`config.mk`:
```
export PLATFORM = sky130hd
export DESIGN_NAME = knight_check
export DESIGN_NICKNAME = d
export VERILOG_FILES = /design/src/rtl/knight_pkg.sv /design/src/rtl/knight_onehot_dec.sv /design/src/rtl/knight_check.sv
export SDC_FILE = /design/constraint.sdc
export NUM_CORES = 1
export LEC_CHECK = 0
export ABC_CLOCK_PERIOD_IN_PS = 3100
export BUFFER_PORTS_ARGS = -buffer_cell sky130_fd_sc_hd__buf_2
export CORE_MARGIN = 3
export CORE_UTILIZATION = 57
export CTS_BUF_LIST = sky130_fd_sc_hd__clkbuf_4 sky130_fd_sc_hd__clkbuf_8 sky130_fd_sc_hd__clkbuf_16
export CTS_CLUSTER_DIAMETER = 120
export DETAILED_ROUTE_END_ITERATION = 7
export GPL_ROUTABILITY_DRIVEN = 0
export GPL_TIMING_DRIVEN = 1
export PLACE_DENSITY = 0.84
export SETUP_SLACK_MARGIN = 0.2
export SKIP_LAST_GASP = 1
export SYNTH_ARGS = -nofsm -noshare
export SYNTH_HDL_FRONTEND = slang
export SYNTH_SLANG_ARGS = --single-unit
export TNS_END_PERCENT = 50
```
`constraint.sdc`:
```
create_clock -name ck -period 3.1 [get_ports ck]
set_input_delay 0.62 -clock ck [delete_from_list [all_inputs] [get_ports ck]]
set_output_delay 0.62 -clock ck [all_outputs]
set_load 0.02 [all_outputs]
```
`src/rtl/knight_pkg.sv`:
```
// Shared knight-flasher definitions: checker state encoding and the
// phase -> LED index / pattern / direction mapping used by flasher and checker.
package knight_pkg;

    typedef enum logic [1:0] {
        HUNT = 2'd0,
        ACQ  = 2'd1,
        LOCK = 2'd2
    } knight_state_e;

    // Phases 0..7 sweep up, 8..15 sweep back down; 15-k equals ~k in the low bits.
    function automatic logic [2:0] phase_pos(input logic [3:0] ph);
        return ph[3] ? ~ph[2:0] : ph[2:0];
    endfunction

    function automatic logic [7:0] phase_pattern(input logic [3:0] ph);
        return 8'b0000_0001 << phase_pos(ph);
    endfunction

    function automatic logic phase_dir(input logic [3:0] ph);
        return ph[3];
    endfunction

endpackage

```
`src/rtl/knight_onehot_dec.sv`:
```
// Combinational decode of an 8-bit LED pattern into the lit index and a
// flag telling whether exactly one LED is lit.
module knight_onehot_dec (
    input  logic [7:0] in,
    output logic [2:0] idx,
    output logic       onehot
);

    always_comb begin
        idx = 3'd0;
        for (int i = 0; i < 8; i++) begin
            if (in[i]) idx = 3'(i);
        end
    end

    // Clearing the lowest set bit leaves zero only for a single set bit.
    assign onehot = (in != 8'd0) && ((in & (in - 8'd1)) == 8'd0);

endmodule

```
`src/rtl/knight_check.sv`:
```
// Sequence checker for a knight-rider LED flasher: acquires the sweep from two
// consecutive legal samples, then flags any deviation from the 16-phase order.
module knight_check
    import knight_pkg::*;
#(
    parameter int CNT_W = 8
) (
    input  logic             ck,
    input  logic             res,
    input  logic             in_en,
    input  logic [7:0]       in,
    output logic [2:0]       pos,
    output logic             dir,
    output logic             locked,
    output logic             err,
    output logic [CNT_W-1:0] err_cnt,
    output logic [CNT_W-1:0] sweep_cnt
);

    knight_state_e    state, state_nxt;
    logic [2:0]       p, p_nxt;
    logic [3:0]       phase, phase_nxt;
    logic [2:0]       pos_nxt;
    logic             dir_nxt;
    logic             err_nxt;
    logic [CNT_W-1:0] err_cnt_nxt, sweep_cnt_nxt;

    logic [2:0]       idx;
    logic             onehot;
    logic [3:0]       phase_inc;
    logic [3:0]       acq_phase;
    logic             acq_hit;

    knight_onehot_dec u_dec (
        .in     (in),
        .idx    (idx),
        .onehot (onehot)
    );

    assign phase_inc = phase + 4'd1;

    // Two consecutive samples pin down the phase; the 0x80/0x01 repeats are
    // the turn-around points and select phase 8 / phase 0 respectively.
    always_comb begin
        acq_hit   = 1'b0;
        acq_phase = 4'd0;
        if (p < 3'd7 && idx == p + 3'd1) begin
            acq_hit   = 1'b1;
            acq_phase = {1'b0, idx};
        end else if (p > 3'd0 && idx == p - 3'd1) begin
            acq_hit   = 1'b1;
            acq_phase = 4'd15 - {1'b0, idx};
        end else if (idx == p && p == 3'd7) begin
            acq_hit   = 1'b1;
            acq_phase = 4'd8;
        end else if (idx == p && p == 3'd0) begin
            acq_hit   = 1'b1;
            acq_phase = 4'd0;
        end
    end

    always_comb begin
        state_nxt     = state;
        p_nxt         = p;
        phase_nxt     = phase;
        pos_nxt       = pos;
        dir_nxt       = dir;
        err_nxt       = 1'b0;
        err_cnt_nxt   = err_cnt;
        sweep_cnt_nxt = sweep_cnt;
        if (in_en) begin
            case (state)
                HUNT: begin
                    if (onehot) begin
                        p_nxt     = idx;
                        pos_nxt   = idx;
                        state_nxt = ACQ;
                    end
                end
                ACQ: begin
                    if (!onehot) begin
                        state_nxt = HUNT;
                    end else begin
                        p_nxt   = idx;
                        pos_nxt = idx;
                        if (acq_hit) begin
                            phase_nxt = acq_phase;
                            dir_nxt   = phase_dir(acq_phase);
                            state_nxt = LOCK;
                        end
                    end
                end
                LOCK: begin
                    if (in == phase_pattern(phase_inc)) begin
                        phase_nxt = phase_inc;
                        pos_nxt   = phase_pos(phase_inc);
                        dir_nxt   = phase_dir(phase_inc);
                        if (phase == 4'd15) sweep_cnt_nxt = sweep_cnt + 1'b1;
                    end else begin
                        // The offending sample is dropped; reacquisition starts fresh.
                        err_nxt   = 1'b1;
                        state_nxt = HUNT;
                        if (err_cnt != {CNT_W{1'b1}}) err_cnt_nxt = err_cnt + 1'b1;
                        if (onehot) pos_nxt = idx;
                    end
                end
                default: state_nxt = HUNT;
            endcase
        end
    end

    always_ff @(posedge ck) begin
        if (res) begin
            state     <= HUNT;
            p         <= 3'd0;
            phase     <= 4'd0;
            pos       <= 3'd0;
            dir       <= 1'b0;
            err       <= 1'b0;
            err_cnt   <= '0;
            sweep_cnt <= '0;
        end else begin
            state     <= state_nxt;
            p         <= p_nxt;
            phase     <= phase_nxt;
            pos       <= pos_nxt;
            dir       <= dir_nxt;
            err       <= err_nxt;
            err_cnt   <= err_cnt_nxt;
            sweep_cnt <= sweep_cnt_nxt;
        end
    end

    assign locked = (state == LOCK);

endmodule

```
Word level (Yosys, flattened, before mapping)
Index checks and enable logic that the tools add are counted.
- register bits: 30
- output and inout bits: 22
- multiplexer cells: 32
- magnitude comparators: 2
- shifts and indexed selects: 1
- bitwise logic cells: 5
- $add $sub $neg: 7
- equal/unequal tests: 15
- reductions and logical operators: 19
- operators by type and width (kind ; number):
    two-way mux 4 bit ; 6
    two-way mux 3 bit ; 7
    adder 8 x 1 -> 8 bit, second input constant ; 2
    two-way mux 2 bit ; 6
    AND reduction 4 bit ; 3
    equality test 3 bit ; 3
    two-way mux 1 bit ; 9
    AND 8 bit ; 1
    equality test 8 bit ; 1
    zero test 8 bit ; 1
    inequality test 2 bit, second input constant ; 4
    inequality test 8 bit, second input constant ; 1
    one-hot mux 4 bit (2 select lines) ; 1
    nonzero test 8 bit ; 1
    << shifter 1 x 3 -> 8 bit, first input constant ; 1
    subtractor 8 x 1 -> 8 bit, second input constant ; 1
    one-hot mux 2 bit (3 select lines) ; 1
    one-hot mux 3 bit (2 select lines) ; 1
    logical AND 1 bit ; 5
    AND reduction 5 bit ; 1
    adder 4 x 1 -> 4 bit, second input constant ; 1
    equality test 4 bit, second input constant ; 1
    nonzero test 2 bit ; 2
    subtractor 4 x 3 -> 4 bit, first input constant ; 1
    18 further kinds ; 20

Logic depth before layout (Yosys ltp)
- word-level depth: 16
- mapped depth: 10

By module
A second synthesis with hierarchy kept.
- cells, all modules: 292
- area total of the unflattened synthesis: 2333.5 µm²
- modules (own cells, without submodules) (module ; cells an instance ; area an instance (µm²) ; times used):
    knight_check ; 269 ; 2177.1 ; 1
    knight_onehot_dec ; 23 ; 156.4 ; 1

Worst setup path before layout
OpenSTA, ideal clock, no wires.
- kind: register -> register
- start point: reg phase[1]
- end point: reg sweep_cnt[6]
- required time: 2.979 ns
- stages on the path, launching flop included: 11
- arrival time: 2.748 ns
- path slack: 0.231 ns
- period minus slack after synthesis: 2.869 ns
- library setup time: 0.121 ns
- cell sequence: dfxtp_1 -> ha_1 -> xnor2_4 -> xor2_2 -> nor2_1 -> o311ai_2 -> nand4_2 -> or3_1 -> buf_2 -> nor4_1 -> mux2_2
- longest elaborated chain between the ends: 6
- elaborated cells between the ends (all ways): 7
- RTL lines (element ; RTL line ; RTL):
    start, declared ; knight_check.sv:22 ; logic [3:0] phase, phase_nxt;
    start signal, assigned ; knight_check.sv:125 ; phase <= phase_nxt;
    adder 4 x 1 -> 4 bit ; knight_check.sv:40 ; assign phase_inc = phase + 4'd1;
    NOT 3 bit ; knight_pkg.sv:13 ; return ph[3] ? ~ph[2:0] : ph[2:0];
    two-way mux 3 bit ; knight_pkg.sv:13 ;
    << shifter 1 x 3 -> 8 bit ; knight_pkg.sv:17 ; return 8'b0000_0001 << phase_pos(ph);
    equality test 8 bit ; knight_check.sv:94 ; if (in == phase_pattern(phase_inc)) begin
    AND reduction 4 bit (no line) * ; -- ;
    end signal, assigned ; knight_check.sv:130 ; sweep_cnt <= sweep_cnt_nxt;
    end, declared ; knight_check.sv:17 ; output logic [CNT_W-1:0] sweep_cnt
Every way passes the cells marked *; elsewhere a longest branch is shown, timed or not.
A chain may end at the register's enable or synchronous reset.

Worst setup path in the final report
Same ends and word-level chain as after synthesis.

==> summary.md <==
| Metric | Value |
|---|---|
| Largest net degree at the start of global routing | `34` |
| Clock slew seen by the registers of the worst setup and hold paths | `around 100 ps` |
| Pwr Density | `289 nW/um2` |
| Critical Path Fanout Max | `8` |
| Setup_tns | `0 ps` |
| R2r startpoint | `phase[1]` |
| Dpl cell area | `approximately 2300 um2` |
| Delay-heaviest family, CP | `simple AND/OR/NAND/NOR gates` |
| Mapped Area | `approximately 2100 um2` |
| Yosys reg bits | `29` |
| Ys flop type | `dfxtp_1` |
| Area share of the largest cell type after synthesis | `0.281` |
| CP max-delay cell | `or3_4` |
| CTS tree | `done` |
| Initial antenna violation count | `0` |
| YS warnings | `0` |
| Critical path type | `flip-flop to flip-flop` |
| Startpoint class of the critical path | `flip-flop` |
| Synthesized Nets | `roughly 270` |
| H-tree depth | `2` |
| # setup viols final | `0` |
| Fmax | `~360 MHz` |
| Port bufs | `32` |
| Max_cap viols | `0` |
| Final nets | `about 300` |
| Top cell type by total area after synthesis | `dfxtp_1` |
| DRC viols | `0` |
| Setup Skew | `~13 ps` |
| DIE WIDTH | `66.2 um` |
| Share of cells above drive strength 1 | `0.266` |
| Wire length on met3 | `between 200 and 250 um` |
| Post-route ant nets | `0` |
| TritonRoute pass-1 iters | `4` |
| Fin util | `0.724` |
| Yosys cell types | `between 50 and 60` |
| Min Hold Slack | `just under 500 ps` |
| CTS Buf Count | `5` |
| Crit path capture type | `flip-flop` |
| Crit path arrival time | `a little under 3000 ps` |
| RSZ-0062 raised after global routing | `no` |
| GR Overflow Total | `0` |
| Met2 wire len | `2180 um` |
| Vias | `1,949` |
| CP max stage delay | `between 400 and 500 ps` |
| Pins over their slew limit | `0` |
| GRT Total Usage | `0.222` |
| Hold path start | `sweep_cnt[7]` |
| Crit path buffers/inverters | `0` |
| Minimum clock period after layout | `between 2000 and 3000 ps` |
| Cts hold-fix bufs | `0` |
| Initial Utilization | `0.604` |
| Final WS setup | `~360 ps` |
| Hold Fails Final Rpt | `0` |
| WL met1 | `between 2000 and 2500 um` |
| Root Driver | `clkbuf_4` |
| Critical Path Start | `phase[1]` |
| Worst-Margin Slew | `around 760 ps` |
| Wire per inst | `~14 um` |
| Synthesis-to-finish area growth | `19.9%` |
| Vias per cell | `slightly below 6` |
| Outcome | `finished, final reports clean` |
| Post-synthesis async set-or-reset flop share | `0` |
| Most numerous cell in the Yosys netlist | `nor2_1` |
| Synthesized instance count | `about 250` |
| Synth cell count leaders | `nor2_1, dfxtp_1, nor2b_1` |
| Number of global-route vias before repair | `approximately 1,700` |
| Largest cells by area after synthesis | `dfxtp_1, nor2_1, ha_1` |
| Fillers | `291` |
| Post-DP HPWL | `3340 um` |
| Iter 0 DRT Violations | `between 150 and 200` |
| Post-synth EDFFs | `0` |
| Final non-filler cell area | `around 2500 um2` |
| First-pass GRT wire length | `roughly 7500 um` |
| # IOs | `33` |
| Die Span Y | `66.2 um` |
| Clock Path Buffers | `2` |
| CP Data Required Time | `about 3300 ps` |
| Sequential element share of the synthesized area | `0.281` |
| HP Class | `flip-flop to flip-flop` |
| Latest clock arrival within the worst-skew pair | `between 300 and 400 ps` |
| Clk sinks | `29` |
| Drt total wl | `approximately 4600 um` |
| Setup WS pre-CTS | `approximately 190 ps` |
| Top Metal Used | `met4` |
| Worst path cell trace | `ha_2 > xor2_4 > xor2_2 > nand4_1 > o311ai_2 > nand4_2 > or3_4 > nor4_2 > mux2_2` |
| Pleak | `slightly below 1 nW` |
| Full die area | `about 4400 um2` |
| Slew HR | `0.491` |
| Syn_area_per_cell | `about 8.3 um2` |
| Core region area | `3420 um2` |
| Std-Cell Rows | `21` |
| Worst vdd ir | `~0.34 mV` |
| Period utilization | `0.885` |
| # diodes | `0` |
layout by cell type, fill, tap and decap left out, types with 5 or more instances in the layout:
cell / netlist / layout
dfxtp_1: 29 / 28
xor2_1: 6 / 5
nor3_1: 5 / 5
xnor2_1: 10 / 8
nor2_1: 36 / 36
nand3_1: 11 / 11
buf_2: 1 / 32
nor2b_1: 13 / 13
nand4_1: 12 / 12
a211oi_1: 6 / 6
ha_1: 7 / 6
a21oi_1: 10 / 10
o21ai_0: 8 / 8
buf_4: 0 / 13
mux2i_1: 7 / 7
nand2_1: 10 / 10
clkbuf_4: 0 / 5
inv_1: 7 / 7
cell families after synthesis:
group | count (synthesis) | synth area share
mux | 9 | 0.0449
fa+ha+maj | 8 | 0.0473
flops | 29 | 0.281
compound gates | 48 | 0.185
simple gates | 114 | 0.290
buf+inv | 19 | 0.0388
xor+xnor | 21 | 0.113
final cells by class:
class                   count  area (um2)  share of cell area
repair buffers             45         258               0.104
multi-input cells         200        1480               0.598
well taps                  46        57.6              0.0233
clock inverters             1        5.00             0.00202
inverters                   7        26.3              0.0106
flip-flops and latches     29         582               0.235
clock buffers               7        65.1              0.0263
through the flow:
| stage | total power [W] | cells |
|---|---|---|
| 2_1_floorplan | 0.000431 | 248 |
| 3_3_place_gp | 0.000452 | 325 |
| 3_5_place_dp | 0.000454 | 325 |
| 4_1_cts | 0.000718 | 333 |
| 5_1_grt | 0.000741 | 335 |
| 6_report | 0.000716 | 335 |
worst min-delay path, stage by stage, from the launching register on:
cell and delay [ps]:
dfxtp_1 330, o31ai_1 60, a21oi_1 50
worst paths after layout:
check	slack, ps	depth (start not counted)	end
max	360	9	sweep_cnt[6]
min reg2reg	480	2	sweep_cnt[7]
max reg2reg	360	9	sweep_cnt[6]
min	480	2	sweep_cnt[7]
routing by layer:
layer	up-vias	track usage
li1	980	-
met5	-	0
met3	11	0.0646
met4	0	0.0863
met1	909	0.299
met2	49	0.332
flip-flops by register name, indices dropped and copies added, names as in the netlist:
name       cells
dir            1
err            1
err_cnt        8
p              3
phase          3
pos            3
state          2
sweep_cnt      8
where the power goes:
part | switching, W | internal [W]
registers | 0.00000108 | 0.000373
clock network | 0.000139 | 0.000131
logic | 0.0000439 | 0.0000273
repair_timing:
item | in CTS | in global routing
endpoints found under the hold margin | 0 | 0
setup endpoints to repair | 1 | 3
gates resized for setup | 1 | 10
pin swaps | 0 | 5
setup buffers | 0 | 2
Note: power is estimated with default switching activity, not from simulation.
